==> src/rtl/elevator_ctrl.sv <==
// elevator_ctrl: SCAN-policy car controller with registered outputs.
// Optional ELEVATOR_REOPEN_EN: a call at the current floor reopens a closing door.
module elevator_ctrl #(
  parameter int BUTTONS_WIDTH = 8,
  parameter int FLOOR_W       = 3,
  parameter int DOOR_HOLD     = 20
) (
  input  logic                     clk,
  input  logic                     reset,
  input  logic [BUTTONS_WIDTH-1:0] buttons,
  input  logic                     sensor_up,
  input  logic                     sensor_down,
  input  logic [1:0]               sensor_door,
  output logic [1:0]               engine,
  output logic [1:0]               door,
  output logic [FLOOR_W-1:0]       floor,
  output logic [BUTTONS_WIDTH-1:0] requests
);

  localparam int CNT_W = $clog2(DOOR_HOLD + 1);
  localparam logic [FLOOR_W-1:0] TOP = FLOOR_W'(BUTTONS_WIDTH - 1);
  localparam logic [CNT_W-1:0] HOLD = CNT_W'(DOOR_HOLD);
  localparam logic [CNT_W-1:0] ONE = CNT_W'(1);

  localparam logic [1:0] ENG_STOP = 2'b00;
  localparam logic [1:0] ENG_UP   = 2'b01;
  localparam logic [1:0] ENG_DN   = 2'b10;
  localparam logic [1:0] DR_IDLE  = 2'b00;
  localparam logic [1:0] DR_OPEN  = 2'b01;
  localparam logic [1:0] DR_CLOSE = 2'b10;

  typedef enum logic [2:0] {
    S_IDLE,
    S_UP,
    S_DOWN,
    S_OPEN,
    S_HOLD,
    S_CLOSE
  } state_t;

  state_t                   r_state, w_state;
  logic [1:0]               r_engine, w_engine;
  logic [1:0]               r_door, w_door;
  logic [FLOOR_W-1:0]       r_floor, w_floor;
  logic [BUTTONS_WIDTH-1:0] r_req, w_req;
  logic                     r_dir_up, w_dir_up;
  logic [CNT_W-1:0]         r_cnt, w_cnt;

  logic [BUTTONS_WIDTH-1:0] w_cur;
  logic [BUTTONS_WIDTH-1:0] w_set;
  logic [BUTTONS_WIDTH-1:0] w_clr;
  logic                     w_above;
  logic                     w_below;

  // Pending-call summary relative to the current floor.
  always_comb begin
    w_cur   = BUTTONS_WIDTH'(1) << r_floor;
    w_above = 1'b0;
    w_below = 1'b0;
    for (int i = 0; i < BUTTONS_WIDTH; i++) begin
      if (r_req[i] && (i > int'(r_floor))) w_above = 1'b1;
      if (r_req[i] && (i < int'(r_floor))) w_below = 1'b1;
    end
  end

  // Next state, next registered outputs and call latch/clear.
  always_comb begin
    w_state  = r_state;
    w_engine = r_engine;
    w_door   = r_door;
    w_floor  = r_floor;
    w_dir_up = r_dir_up;
    w_cnt    = r_cnt;
    w_set    = buttons;
    w_clr    = '0;
    unique case (r_state)
      S_IDLE: begin
        w_engine = ENG_STOP;
        w_door   = DR_IDLE;
        if (|(r_req & w_cur)) begin
          w_state = S_OPEN;
          w_door  = DR_OPEN;
        end else if (w_above && (r_dir_up || !w_below)) begin
          w_state  = S_UP;
          w_engine = ENG_UP;
          w_dir_up = 1'b1;
        end else if (w_below) begin
          w_state  = S_DOWN;
          w_engine = ENG_DN;
          w_dir_up = 1'b0;
        end
      end
      S_UP: begin
        if (sensor_up) begin
          if (r_floor == TOP) begin
            w_engine = ENG_STOP;
            w_state  = S_IDLE;
          end else begin
            w_floor = r_floor + FLOOR_W'(1);
            if (r_req[w_floor]) begin
              w_engine = ENG_STOP;
              w_door   = DR_OPEN;
              w_state  = S_OPEN;
            end
          end
        end
      end
      S_DOWN: begin
        if (sensor_down) begin
          if (r_floor == '0) begin
            w_engine = ENG_STOP;
            w_state  = S_IDLE;
          end else begin
            w_floor = r_floor - FLOOR_W'(1);
            if (r_req[w_floor]) begin
              w_engine = ENG_STOP;
              w_door   = DR_OPEN;
              w_state  = S_OPEN;
            end
          end
        end
      end
      S_OPEN: begin
        if (sensor_door == DR_OPEN) begin
          w_clr   = w_cur;
          w_door  = DR_IDLE;
          w_cnt   = HOLD;
          w_state = S_HOLD;
        end
      end
      S_HOLD: begin
        w_set = buttons & ~w_cur;
        if (buttons[r_floor]) begin
          w_cnt = HOLD;
        end else if (r_cnt == ONE) begin
          w_cnt   = '0;
          w_door  = DR_CLOSE;
          w_state = S_CLOSE;
        end else begin
          w_cnt = r_cnt - ONE;
        end
      end
      S_CLOSE: begin
`ifdef ELEVATOR_REOPEN_EN
        w_set = buttons & ~w_cur;
        if (buttons[r_floor]) begin
          w_door  = DR_OPEN;
          w_state = S_OPEN;
        end else if (sensor_door == DR_CLOSE) begin
          w_door  = DR_IDLE;
          w_state = S_IDLE;
        end
`else
        if (sensor_door == DR_CLOSE) begin
          w_door  = DR_IDLE;
          w_state = S_IDLE;
        end
`endif
      end
      default: begin
        w_state  = S_IDLE;
        w_engine = ENG_STOP;
        w_door   = DR_IDLE;
      end
    endcase
    w_req = (r_req | w_set) & ~w_clr;
  end

  // State and output registers with synchronous active-low reset.
  always_ff @(posedge clk) begin
    if (!reset) begin
      r_state  <= S_IDLE;
      r_engine <= ENG_STOP;
      r_door   <= DR_IDLE;
      r_floor  <= '0;
      r_req    <= '0;
      r_dir_up <= 1'b1;
      r_cnt    <= '0;
    end else begin
      r_state  <= w_state;
      r_engine <= w_engine;
      r_door   <= w_door;
      r_floor  <= w_floor;
      r_req    <= w_req;
      r_dir_up <= w_dir_up;
      r_cnt    <= w_cnt;
    end
  end

  assign engine   = r_engine;
  assign door     = r_door;
  assign floor    = r_floor;
  assign requests = r_req;

endmodule

==> config.mk <==
export PLATFORM = sky130hd
export DESIGN_NAME = elevator_ctrl
export DESIGN_NICKNAME = d
export VERILOG_FILES = /design/src/rtl/elevator_ctrl.sv
export SDC_FILE = /design/constraint.sdc
export NUM_CORES = 1
export LEC_CHECK = 0
export ABC_AREA = 1
export CAP_MARGIN = 20
export CORE_UTILIZATION = 49
export DETAILED_ROUTE_END_ITERATION = 6
export MAX_ROUTING_LAYER = met4
export PLACE_DENSITY_LB_ADDON = 0.08
export SLEW_MARGIN = 20
export SYNTH_ARGS = -nofsm -noshare
export SYNTH_HDL_FRONTEND = slang
export SYNTH_SLANG_ARGS = --single-unit
==> constraint.sdc <==
create_clock -name clk -period 1.75 [get_ports clk]
set_input_delay 0.525 -clock clk [delete_from_list [all_inputs] [get_ports clk]]
set_output_delay 0.525 -clock clk [all_outputs]
set_load 0.005 [all_outputs]
==> impl_results.md <==
- Number of synthesis warnings: 0
- Nets in the synthesized netlist: 328
- Instance count of the mapped netlist: 305
- Most used cell, CP: sky130_fd_sc_hd__nand3_2
- Placement Rows: 22
- Path category of the worst min-delay check: reg2reg
- Power Density: 1730 mW/mm2
- Pins Over Slew Limit: 0
- Post-synthesis instance area: 0.00193 mm2
- Per-instance average area after synthesis: 6.32 um2
- Starting utilization of the core area: 0.519
- Count of clock tree sinks: 24
- Minimum setup slack in the final design: -47.1 ps
- Chain of cells forming the critical path: inv_8, buf_12, ha_4, nand3_2, o21ai_1, nor2_1, nand2_1, nor2_4, nand3_2, nand3_2, nand2_1, a21oi_2
- Time the final worst path needs with I/O delays and setup: 1800 ps
- Final count of negative-setup-slack endpoints: 3
- Maximum clock rate: 556 MHz
- CTS tree: done
- Finished Cell Area: 0.00278 mm2
- HPWL reported at the end of detailed placement: 4.09 mm
- Port Buf Inserts: 28
- Crit path capture type: flip-flop
- Commonest cells after routing, fill and taps aside: 87 x sky130_fd_sc_hd__nand2_1, 32 x sky130_fd_sc_hd__inv_1, 30 x sky130_fd_sc_hd__buf_4
- Total congestion overflow: 0
- Failing checks: negative setup slack
- Detailed Routing Iterations Pass 1: 4
- Final routed wire length divided by cell count: 13.8 um
- Starting DRC count in detailed routing: 131
- All-layer global routing usage: 0.270
- Cells taking the most area after synthesis: sky130_fd_sc_hd__dfxtp_1 25%, sky130_fd_sc_hd__nand2_1 18%, sky130_fd_sc_hd__nand3_1 7.3%
- Pin count of the biggest net entering global routing: 15
- Number of hold-repair buffers added at the cts stage: 0
- Setup repair after global routing missed its margin: yes
- Clk pin slew, worst setup/hold paths: 100 ps
- Post-synthesis register bit count: 24
- Layout cells sized above 1: 0.280
- Async set or reset register ratio after synthesis: 0
- Leakage power summed over all cells: 1.33 nW
- Post-route fraction of the period consumed by the critical path: 1.03
- Clock buffer count from CTS: 3
- Largest fanout of any net on the critical path: 7
- Part of the Yosys area used for sequential elements: 0.249
- Kind of launch point of the worst setup path: flip-flop
- Cell type with the highest aggregate area in the netlist: sky130_fd_sc_hd__dfxtp_1
- Routed Antenna Nets: 0
- Transition at the pin with the smallest max-transition slack: 281 ps
- Wire length of the first global-routing pass: 8.56 mm
- Critical path buffers and inverters: 2
- Antenna violations before repair: 0
- Crit path DAT: 2020 ps
- Number of enable flip-flop cells after synthesis: 0
- Type of the worst setup path: reg2reg
- IR Drop Worst-Case VDD: 1.42 mV
- Maximum clock path buffer count: 2
- Post-synth top area share: 0.249
- Routed Wire Length: 5.73 mm
- Floorplan core area: 0.00372 mm2
- Leading cell type in the layout, fill and taps excluded: sky130_fd_sc_hd__nand2_1
- Family with the most delay on the worst path: simple AND/OR/NAND/NOR gates
- Source-to-sink clock delay at the later pin of the worst-skew pair: 290 ps
- DRC violation count after routing: 0
- IO Pins: 29
- Number of hold violations in the final report: 0
- Slowest cell delay on critical path: 420 ps
- Crit path max-delay cell type: sky130_fd_sc_hd__dfxtp_4
- CP required: 1970 ps
- Layout fillers: 299
- Maximum level of the CTS H-tree: 1
- Clock Skews: 7.72 ps
- Clk root buf: sky130_fd_sc_hd__clkbuf_8
- Number of nets in the final layout: 392
- Result of the run: complete, but fails checks
- Final weighted congestion in routability-driven placement: 0.919
- Vias in the first global route: 1906
- Most used flip-flop cell after synthesis: sky130_fd_sc_hd__dfxtp_1
- Post-Route Hold Slack: 465 ps
- Slew headroom: 0.810
- Area of the die: 0.00419 mm2
- Chip Height: 64.7 um
- Unique masters post-synth: 33
- Chip Width: 64.7 um
- Vias: 2227
- Number of violations of the max-capacitance limit: 0
- Diode insertion count for antenna repair: 0
- Synthesis-to-layout area growth: 44.1%
- Post-detailed-placement cell area: 0.00245 mm2
- Number of vias per cell after detailed routing: 5.35
-- metrics by stage --
stage               instances  worst slack [ps]  total power, mW  utilization  TNS, ps
finish                    416             -47.1             4.81        0.747     -108
global route              416              -132             5.15        0.747     -708
CTS                       409             -9.82             4.22        0.686    -15.3
detailed placement        405              -299             3.65        0.659    -2530
global placement          405              -269             3.60        0.659    -2110
floorplan                 305              75.4             2.83            -        0
-- layer usage --
layer | up-vias | GRT usage | wire [um] | share of wire
li1 | 1114 | - | - | -
met1 | 1021 | 0.354 | 2700 | 0.47
met2 | 73 | 0.431 | 2620 | 0.46
met3 | 19 | 0.0299 | 206 | 0.036
met4 | 0 | 0.0861 | 195 | 0.034
met5 | - | - | 0 | 0
-- power breakdown --
part / internal (mW) / switching (mW)
clock network: 0.307 / 0.218
logic: 1.51 / 1.93
registers: 0.688 / 0.157
total: 2.50 / 2.30
-- cells by family after synthesis --
logic type / count (synthesis) / share of synthesized area
buf+inv: 46 / 0.109
flops: 24 / 0.249
compound gates: 53 / 0.158
xor+xnor: 6 / 0.0311
fa+ha+maj: 9 / 0.0584
simple gates: 167 / 0.395
-- cells in the mapped netlist (2+ instances only) --
library cell / count
sky130_fd_sc_hd__buf_6: 2
sky130_fd_sc_hd__o21ai_0: 17
sky130_fd_sc_hd__nor3_1: 4
sky130_fd_sc_hd__nor2_4: 4
sky130_fd_sc_hd__a21oi_2: 3
sky130_fd_sc_hd__inv_1: 34
sky130_fd_sc_hd__a221oi_1: 2
sky130_fd_sc_hd__nor2_2: 4
sky130_fd_sc_hd__nand2_1: 90
sky130_fd_sc_hd__a21oi_1: 22
sky130_fd_sc_hd__nand3_1: 28
sky130_fd_sc_hd__nand3_2: 4
sky130_fd_sc_hd__xor2_1: 4
sky130_fd_sc_hd__nand2_2: 4
sky130_fd_sc_hd__ha_1: 9
sky130_fd_sc_hd__a211oi_1: 3
sky130_fd_sc_hd__inv_2: 4
sky130_fd_sc_hd__o21ai_1: 3
sky130_fd_sc_hd__dfxtp_1: 24
sky130_fd_sc_hd__clkinv_1: 2
sky130_fd_sc_hd__nor2_1: 26
-- final timing paths --
path	slack, ps	endpoint	cells past startpoint	startpoint
worst max-delay path	-50	r_state[2]	12	floor[0]
worst min-delay path	470	door[0]	2	door[0]
worst max register to register	-50	r_state[2]	12	floor[0]
worst min register to register	470	door[0]	2	door[0]
-- flip-flops by register name, summed over array words and instances (netlist names) --
| name | cells |
|---|---|
| requests | 8 |
| r_cnt | 5 |
| floor | 3 |
| r_state | 3 |
| door | 2 |
| engine | 2 |
| r_dir_up | 1 |
-- tightest hold or removal path, stage by stage, from the launching register on --
cell and delay [ps]:
sky130_fd_sc_hd__dfxtp_1 320, sky130_fd_sc_hd__nand2_1 60, sky130_fd_sc_hd__a21oi_1 50
-- repair_timing --
item,4_1_cts,5_1_grt
gates resized for setup,16,44
endpoints found under the hold margin,0,0
buffers inserted,0,7
pin swaps,0,16
endpoints found under the setup margin,12,13
-- area by class of cell --
| type | count | area [um2] | area share |
|---|---|---|---|
| sequential | 24 | 499 | 0.180 |
| inverter | 41 | 166 | 0.0599 |
| clock buffer | 3 | 41.3 | 0.0149 |
| tap | 48 | 60.1 | 0.0216 |
| multi-input combinational | 235 | 1390 | 0.500 |
| clock inverter | 1 | 30.0 | 0.0108 |
| timing repair buffer | 64 | 592 | 0.213 |
No activity file was read; power rests on OpenSTA's default activity.
